`src/rtl/alu_sequencer.sv`:
```
// alu_sequencer: request-side controller for the 32-bit datapath ALU.
// Accepts an operation over a valid/ready request channel and drives the ALU
// operand buses and control code from registers. It then captures the
// combinational ALU result and flags into a valid/ready response channel.
//
// Build option: define ALU_SEQ_MULTISHIFT_EN to build the SHIFT state.
// With it, SLL accepts shift amounts up to 31 and issues repeated ALU passes
// of at most SLL_STEP. Without it, SLL is a single pass using b[1:0].
module alu_sequencer #(
    parameter int DATA_W   = 32,
    parameter int SLL_STEP = 3
) (
    input  logic              clk,
    input  logic              rst_n,
    input  logic              req_valid,
    output logic              req_ready,
    input  logic [2:0]        req_op,
    input  logic [DATA_W-1:0] req_a,
    input  logic [DATA_W-1:0] req_b,
    output logic [DATA_W-1:0] alu_a,
    output logic [DATA_W-1:0] alu_b,
    output logic [2:0]        alu_ctrl,
    input  logic [DATA_W-1:0] alu_out,
    input  logic              alu_zero,
    input  logic              alu_overflow,
    input  logic              alu_carry,
    input  logic              alu_negative,
    output logic              rsp_valid,
    input  logic              rsp_ready,
    output logic [DATA_W-1:0] rsp_data,
    output logic              rsp_zero,
    output logic              rsp_overflow,
    output logic              rsp_carry,
    output logic              rsp_negative
);

    localparam logic [2:0] OP_NOP = 3'b000;
    localparam logic [2:0] OP_ADD = 3'b001;
    localparam logic [2:0] OP_SUB = 3'b010;
    localparam logic [2:0] OP_SLL = 3'b111;

    localparam logic [1:0] S_IDLE  = 2'd0;
    localparam logic [1:0] S_EXEC  = 2'd1;
`ifdef ALU_SEQ_MULTISHIFT_EN
    localparam logic [1:0] S_SHIFT = 2'd2;
    localparam int         SH_W    = 5;
`else
    // Width of the shift field the ALU itself honours (busB[1:0]).
    localparam int         STEP_W  = $clog2(SLL_STEP + 1);
`endif
    localparam logic [1:0] S_RESP  = 2'd3;

    logic [1:0]        r_state;
    logic              r_req_ready;
    logic [DATA_W-1:0] r_alu_a;
    logic [DATA_W-1:0] r_alu_b;
    logic [2:0]        r_alu_ctrl;
    logic              r_rsp_valid;
    logic [DATA_W-1:0] r_rsp_data;
    logic              r_rsp_zero;
    logic              r_rsp_overflow;
    logic              r_rsp_carry;
    logic              r_rsp_negative;

    logic              w_accept;
    logic              w_exec_done;
    logic              w_is_addsub;
    logic [DATA_W-1:0] w_exec_b;

`ifdef ALU_SEQ_MULTISHIFT_EN
    logic [SH_W-1:0]   r_rem;
    logic [SH_W-1:0]   w_shamt;
    logic [SH_W-1:0]   w_step_new;
    logic [SH_W-1:0]   w_step_nxt;
    logic              w_go_shift;
    logic              w_shift_done;

    // One ALU pass shifts by min(remaining, SLL_STEP).
    function automatic logic [SH_W-1:0] f_step(input logic [SH_W-1:0] rem);
        return (rem > SH_W'(SLL_STEP)) ? SH_W'(SLL_STEP) : rem;
    endfunction

    assign w_shamt      = req_b[SH_W-1:0];
    assign w_step_new   = f_step(w_shamt);
    assign w_step_nxt   = f_step(r_rem);
    assign w_go_shift   = w_accept && (req_op == OP_SLL) && (w_shamt != '0);
    assign w_shift_done = (r_state == S_SHIFT) && (r_rem == '0);
`endif

    // req_ready is only ever high in IDLE, so this is also the IDLE accept.
    assign w_accept    = req_valid & r_req_ready;
    assign w_exec_done = (r_state == S_EXEC);
    // During EXEC the control register still holds the latched opcode.
    assign w_is_addsub = (r_alu_ctrl == OP_ADD) || (r_alu_ctrl == OP_SUB);

    // Operand B for a single EXEC pass; SLL is trimmed to what the ALU honours.
    always_comb begin
        w_exec_b = req_b;
        if (req_op == OP_SLL) begin
`ifdef ALU_SEQ_MULTISHIFT_EN
            // Only a zero shift reaches EXEC in this build.
            w_exec_b = '0;
`else
            w_exec_b = {{(DATA_W-STEP_W){1'b0}}, req_b[STEP_W-1:0]};
`endif
        end
    end

    // Control FSM: state, request-side ready and remaining shift amount.
    always_ff @(posedge clk or negedge rst_n) begin
        if (!rst_n) begin
            r_state     <= S_IDLE;
            r_req_ready <= 1'b0;
`ifdef ALU_SEQ_MULTISHIFT_EN
            r_rem       <= '0;
`endif
        end else begin
            case (r_state)
                S_IDLE: begin
                    if (w_accept) begin
                        r_req_ready <= 1'b0;
                        r_state     <= S_EXEC;
`ifdef ALU_SEQ_MULTISHIFT_EN
                        if (w_go_shift) begin
                            r_state <= S_SHIFT;
                            r_rem   <= w_shamt - w_step_new;
                        end
`endif
                    end else begin
                        r_req_ready <= 1'b1;
                    end
                end
                S_EXEC: r_state <= S_RESP;
`ifdef ALU_SEQ_MULTISHIFT_EN
                S_SHIFT: begin
                    if (r_rem == '0) r_state <= S_RESP;
                    else             r_rem   <= r_rem - w_step_nxt;
                end
`endif
                S_RESP: begin
                    if (rsp_ready) begin
                        r_state     <= S_IDLE;
                        r_req_ready <= 1'b1;
                    end
                end
                default: r_state <= S_IDLE;
            endcase
        end
    end

    // ALU drive registers: loaded on accept, re-fed each shift pass, else NOP/0.
    always_ff @(posedge clk or negedge rst_n) begin
        if (!rst_n) begin
            r_alu_a    <= '0;
            r_alu_b    <= '0;
            r_alu_ctrl <= OP_NOP;
        end else begin
            r_alu_a    <= '0;
            r_alu_b    <= '0;
            r_alu_ctrl <= OP_NOP;
            if (r_state == S_IDLE && w_accept) begin
                r_alu_a    <= req_a;
                r_alu_ctrl <= req_op;
                r_alu_b    <= w_exec_b;
`ifdef ALU_SEQ_MULTISHIFT_EN
                if (w_go_shift)
                    r_alu_b <= {{(DATA_W-SH_W){1'b0}}, w_step_new};
`endif
            end
`ifdef ALU_SEQ_MULTISHIFT_EN
            else if (r_state == S_SHIFT && r_rem != '0) begin
                // Working value is the previous pass result.
                r_alu_a    <= alu_out;
                r_alu_b    <= {{(DATA_W-SH_W){1'b0}}, w_step_nxt};
                r_alu_ctrl <= OP_SLL;
            end
`endif
        end
    end

    // Response capture at the edge ending the final pass; held until taken.
    always_ff @(posedge clk or negedge rst_n) begin
        if (!rst_n) begin
            r_rsp_valid    <= 1'b0;
            r_rsp_data     <= '0;
            r_rsp_zero     <= 1'b0;
            r_rsp_overflow <= 1'b0;
            r_rsp_carry    <= 1'b0;
            r_rsp_negative <= 1'b0;
        end else begin
            if (w_exec_done) begin
                r_rsp_valid <= 1'b1;
                if (r_alu_ctrl == OP_NOP) begin
                    r_rsp_data     <= '0;
                    r_rsp_zero     <= 1'b1;
                    r_rsp_negative <= 1'b0;
                    r_rsp_overflow <= 1'b0;
                    r_rsp_carry    <= 1'b0;
                end else begin
                    r_rsp_data     <= alu_out;
                    r_rsp_zero     <= alu_zero;
                    r_rsp_negative <= alu_negative;
                    r_rsp_overflow <= w_is_addsub & alu_overflow;
                    r_rsp_carry    <= w_is_addsub & alu_carry;
                end
            end
`ifdef ALU_SEQ_MULTISHIFT_EN
            else if (w_shift_done) begin
                r_rsp_valid    <= 1'b1;
                r_rsp_data     <= alu_out;
                r_rsp_zero     <= alu_zero;
                r_rsp_negative <= alu_negative;
                r_rsp_overflow <= 1'b0;
                r_rsp_carry    <= 1'b0;
            end
`endif
            else if (r_state == S_RESP && rsp_ready) begin
                r_rsp_valid <= 1'b0;
            end
        end
    end

    assign req_ready    = r_req_ready;
    assign alu_a        = r_alu_a;
    assign alu_b        = r_alu_b;
    assign alu_ctrl     = r_alu_ctrl;
    assign rsp_valid    = r_rsp_valid;
    assign rsp_data     = r_rsp_data;
    assign rsp_zero     = r_rsp_zero;
    assign rsp_overflow = r_rsp_overflow;
    assign rsp_carry    = r_rsp_carry;
    assign rsp_negative = r_rsp_negative;

endmodule

```
`config.mk`:
```
export PLATFORM = sky130hd
export DESIGN_NAME = alu_sequencer
export DESIGN_NICKNAME = d
export VERILOG_FILES = /design/src/rtl/alu_sequencer.sv
export SDC_FILE = /design/constraint.sdc
export NUM_CORES = 1
export LEC_CHECK = 0
export CORE_AREA = 3 3 84 126
export CTS_CLUSTER_DIAMETER = 30
export DETAILED_ROUTE_END_ITERATION = 8
export DIE_AREA = 0 0 87 129
export HOLD_SLACK_MARGIN = 0.12
export PLACE_DENSITY = 0.91
export SETUP_SLACK_MARGIN = 0.1
export SLEW_MARGIN = 25
export SYNTH_ARGS = -nofsm -noshare
export SYNTH_HDL_FRONTEND = slang
export SYNTH_SLANG_ARGS = --single-unit
```
`constraint.sdc`:
```
create_clock -name clk -period 2.15 [get_ports clk]
set_clock_uncertainty 0.15 [all_clocks]
set_input_delay 0.3225 -clock clk [delete_from_list [all_inputs] [get_ports clk]]
set_output_delay 0.3225 -clock clk [all_outputs]
set_load 0.03 [all_outputs]
```
==> results.sh <==
export IMPL_drt_total_wl_um=10800
export IMPL_grt_start_max_net_pins=43
export IMPL_cts_root_buffer="clkbuf_16"
export IMPL_stdcell_count=614
export IMPL_m1WireLength_um=3950
export IMPL_grt_pass1_vias=3338
export IMPL_grt_pass1_wl_um=16800
export IMPL_sw_frac_of_total=0.360
export IMPL_fp_row_count=44
export IMPL_area_delta_synth_final_pct=64.3
export IMPL_period_share=0.910
export IMPL_dpl_instance_area_um2=6210
export IMPL_final_area_um2=6530
export IMPL_top_layer_used="met4"
export IMPL_hp_class="in -> async"
export IMPL_io_pins=212
export IMPL_synth_common_cells="dfrtp_1, and2_1, nand3b_1, o2bb2ai_1, nor3b_1"
export IMPL_worst_pin_slew_ns=0.452
export IMPL_p_total_mw=7.54
export IMPL_track_usage=0.195
export IMPL_p_clk_frac=0.219
export IMPL_max_cap_violations=0
export IMPL_reg2reg_depth=3
export IMPL_ys_ff_latch=107
export IMPL_intPower_mw=4.83
export IMPL_yosysMostFrequentCell="dfrtp_1"
export IMPL_firstDrtPassIters=4
export IMPL_dr_wl_met3_um=896
export IMPL_synth_ff_type="dfrtp_1"
export IMPL_synth_edf_count=0
export IMPL_p_comb_frac=0.424
export IMPL_rsz0062_at_grt="false"
export IMPL_synthTopCellsByArea="dfrtp_1, o2bb2ai_1, nand3b_1"
export IMPL_start_util=0.412
export IMPL_syn_cell_area_um2=3970
export IMPL_overflow=0
export IMPL_dp_cells=597
export IMPL_core_um2=9630
export IMPL_maxSlewHeadroom=0.699
export IMPL_crit_chain="clkdlybuf4s50_1"
export IMPL_synth_top_cell_area_share=0.674
export IMPL_seqPwrFrac=0.357
export IMPL_r2r_start="r_state[0]"
export IMPL_cts_htree_levels=3
export IMPL_period_needed_ns=1.96
export IMPL_die_x_um=87
export IMPL_portBuffers=211
export IMPL_cp_start_kind="register"
export IMPL_setup_tns_final_ns=0
export IMPL_syn_avg_cell_area_um2=13.9
export IMPL_cp_end_kind="primary output"
export IMPL_antennaDiodeCount=0
export IMPL_setup_viol=0
export IMPL_crit_start="req_ready"
export IMPL_synthDistinctLibCells=25
export IMPL_leakagePower_nw=2.76
export IMPL_ant_nets=0
export IMPL_numCtsBuffers=9
export IMPL_power_density_nw_per_um2=1160
export IMPL_cts_sinks=107
export IMPL_arrival_ns=1.48
export IMPL_die_area_um2=11200
export IMPL_synth_top_cell_by_area="dfrtp_1"
export IMPL_synth_warning_count=0
export IMPL_clkTransAtPathRegs_ns=0.07
export IMPL_die_height_um=129
export IMPL_holdWs_ns=0.330
export IMPL_final_max_slew_violation_count=0
export IMPL_dp_hpwl_um=8180
export IMPL_ir_drop_mv=0.666
export IMPL_regArea_um2=2680
export IMPL_fmax_mhz=511
export IMPL_syn_nets=393
export IMPL_cp_max_fo=6
export IMPL_nets=601
export IMPL_routedWlPerCell_um=17.6
export IMPL_synth_seq_area_share=0.674
export IMPL_slowest_delay_ns=0.72
export IMPL_crit_path_end="req_ready"
export IMPL_synthCells=286
export IMPL_cts_tree="done"
export IMPL_cp_buffers_inverters=1
export IMPL_r2r_slack_ns=0.57
export IMPL_wl_met2_um=5760
export IMPL_fillers=705
export IMPL_vias=3013
export IMPL_drive_gt1_frac=0.0521
export IMPL_timing_worst_setup_path_type="reg -> out"
export IMPL_clkLatencyLatePin_ns=0.33
export IMPL_drc_errors=0
export IMPL_async_flop_share=1.00
export IMPL_gp_congestion=0.817
export IMPL_cp_depth=1
export IMPL_antenna_found_initial=0
export IMPL_multiInputGateArea_um2=1160
export IMPL_drtIter0Drc=115
export IMPL_vias_per_cell=4.91
export IMPL_path_delay_family="buffers and inverters"
export IMPL_timing_rr_end="rsp_zero"
export IMPL_status="complete, no violations"
export IMPL_required_ns=1.68
export IMPL_hold_viol=0
export IMPL_p_sw_mw=2.71
export IMPL_slowest_stage="clkdlybuf4s50_1"
export IMPL_clock_path_buffers=2
==> layout make-up <==
class / count / share of cell area
Sequential cell: 107 / 0.410
Timing Repair Buffer: 222 / 0.342
Multi-Input combinational cell: 153 / 0.178
Clock buffer: 13 / 0.0399
Tap cell: 115 / 0.0221
Clock inverter: 3 / 0.00709
Inverter: 1 / 0.000575
==> state kept, by name, summed over array words and instances (netlist names) <==
| name | cells |
|---|---|
| alu_ctrl | 3 |
| alu_b | 32 |
| alu_a | 32 |
| rsp_valid | 1 |
| rsp_negative | 1 |
| rsp_data | 32 |
| rsp_zero | 1 |
| rsp_overflow | 1 |
| rsp_carry | 1 |
| req_ready | 1 |
| r_state | 2 |
==> through the flow <==
| step | utilization | setup slack, ns |
|---|---|---|
| finish | 0.677 | 0.193 |
| global route | 0.677 | 0.119 |
| CTS | 0.677 | 0.153 |
| detailed placement | 0.644 | 0.394 |
| global placement | 0.644 | 0.446 |
| floorplan | - | 0.727 |
==> cell families after synthesis <==
family | count (synthesis) | synth area share
buf+inv | 26 | 0.0353
flops | 107 | 0.674
simple gates | 112 | 0.202
compound gates | 40 | 0.0869
xor+xnor | 1 | 0.00221
==> timing repair <==
item                                   CTS  global route
hold buffers                             1             0
resized for setup                        0             0
setup buffers                            0             0
endpoints found under the hold margin   31             0
==> layer usage <==
layer	global-route usage	vias to the layer above
met5	0	-
met3	0.0660	12
met1	0.216	1459
met2	0.348	128
met4	0.0606	0
li1	-	1414
==> worst min path at each step <==
stage,to,slack [ns],startpoint
6_report,alu_a[21],0.33,rst_n
5_1_grt,alu_a[21],0.35,rst_n
4_1_cts,alu_a[23],0.33,rst_n
3_5_place_dp,alu_a[23],0.15,rst_n
3_3_place_gp,alu_a[27],0.14,rst_n
2_1_floorplan,alu_a[0],-0.12,rst_n
==> cell usage in the layout (no fill, tap or decap), drive strengths merged, types with 2 or more instances in the layout <==
cell type	count
a22o	2
and2	37
buf	11
clkbuf	13
clkdlybuf4s50	210
dfrtp	107
nand2	2
nand3b	33
nor3b	31
nor4bb	2
o2bb2ai	33
==> power by group through the flow <==
| stage | Sequential, mW | Clock [mW] | Combinational [mW] |
|---|---|---|---|
| after global routing | 2.75 | 1.78 | 3.40 |
| after detailed placement | 2.73 | 0 | 3.23 |
| after floorplan | 3.57 | 0 | 0.995 |
| after CTS | 2.70 | 1.70 | 3.24 |
| final | 2.70 | 1.65 | 3.19 |
| after global placement | 2.70 | 0 | 3.15 |
Power figures use the tool's default switching activity.
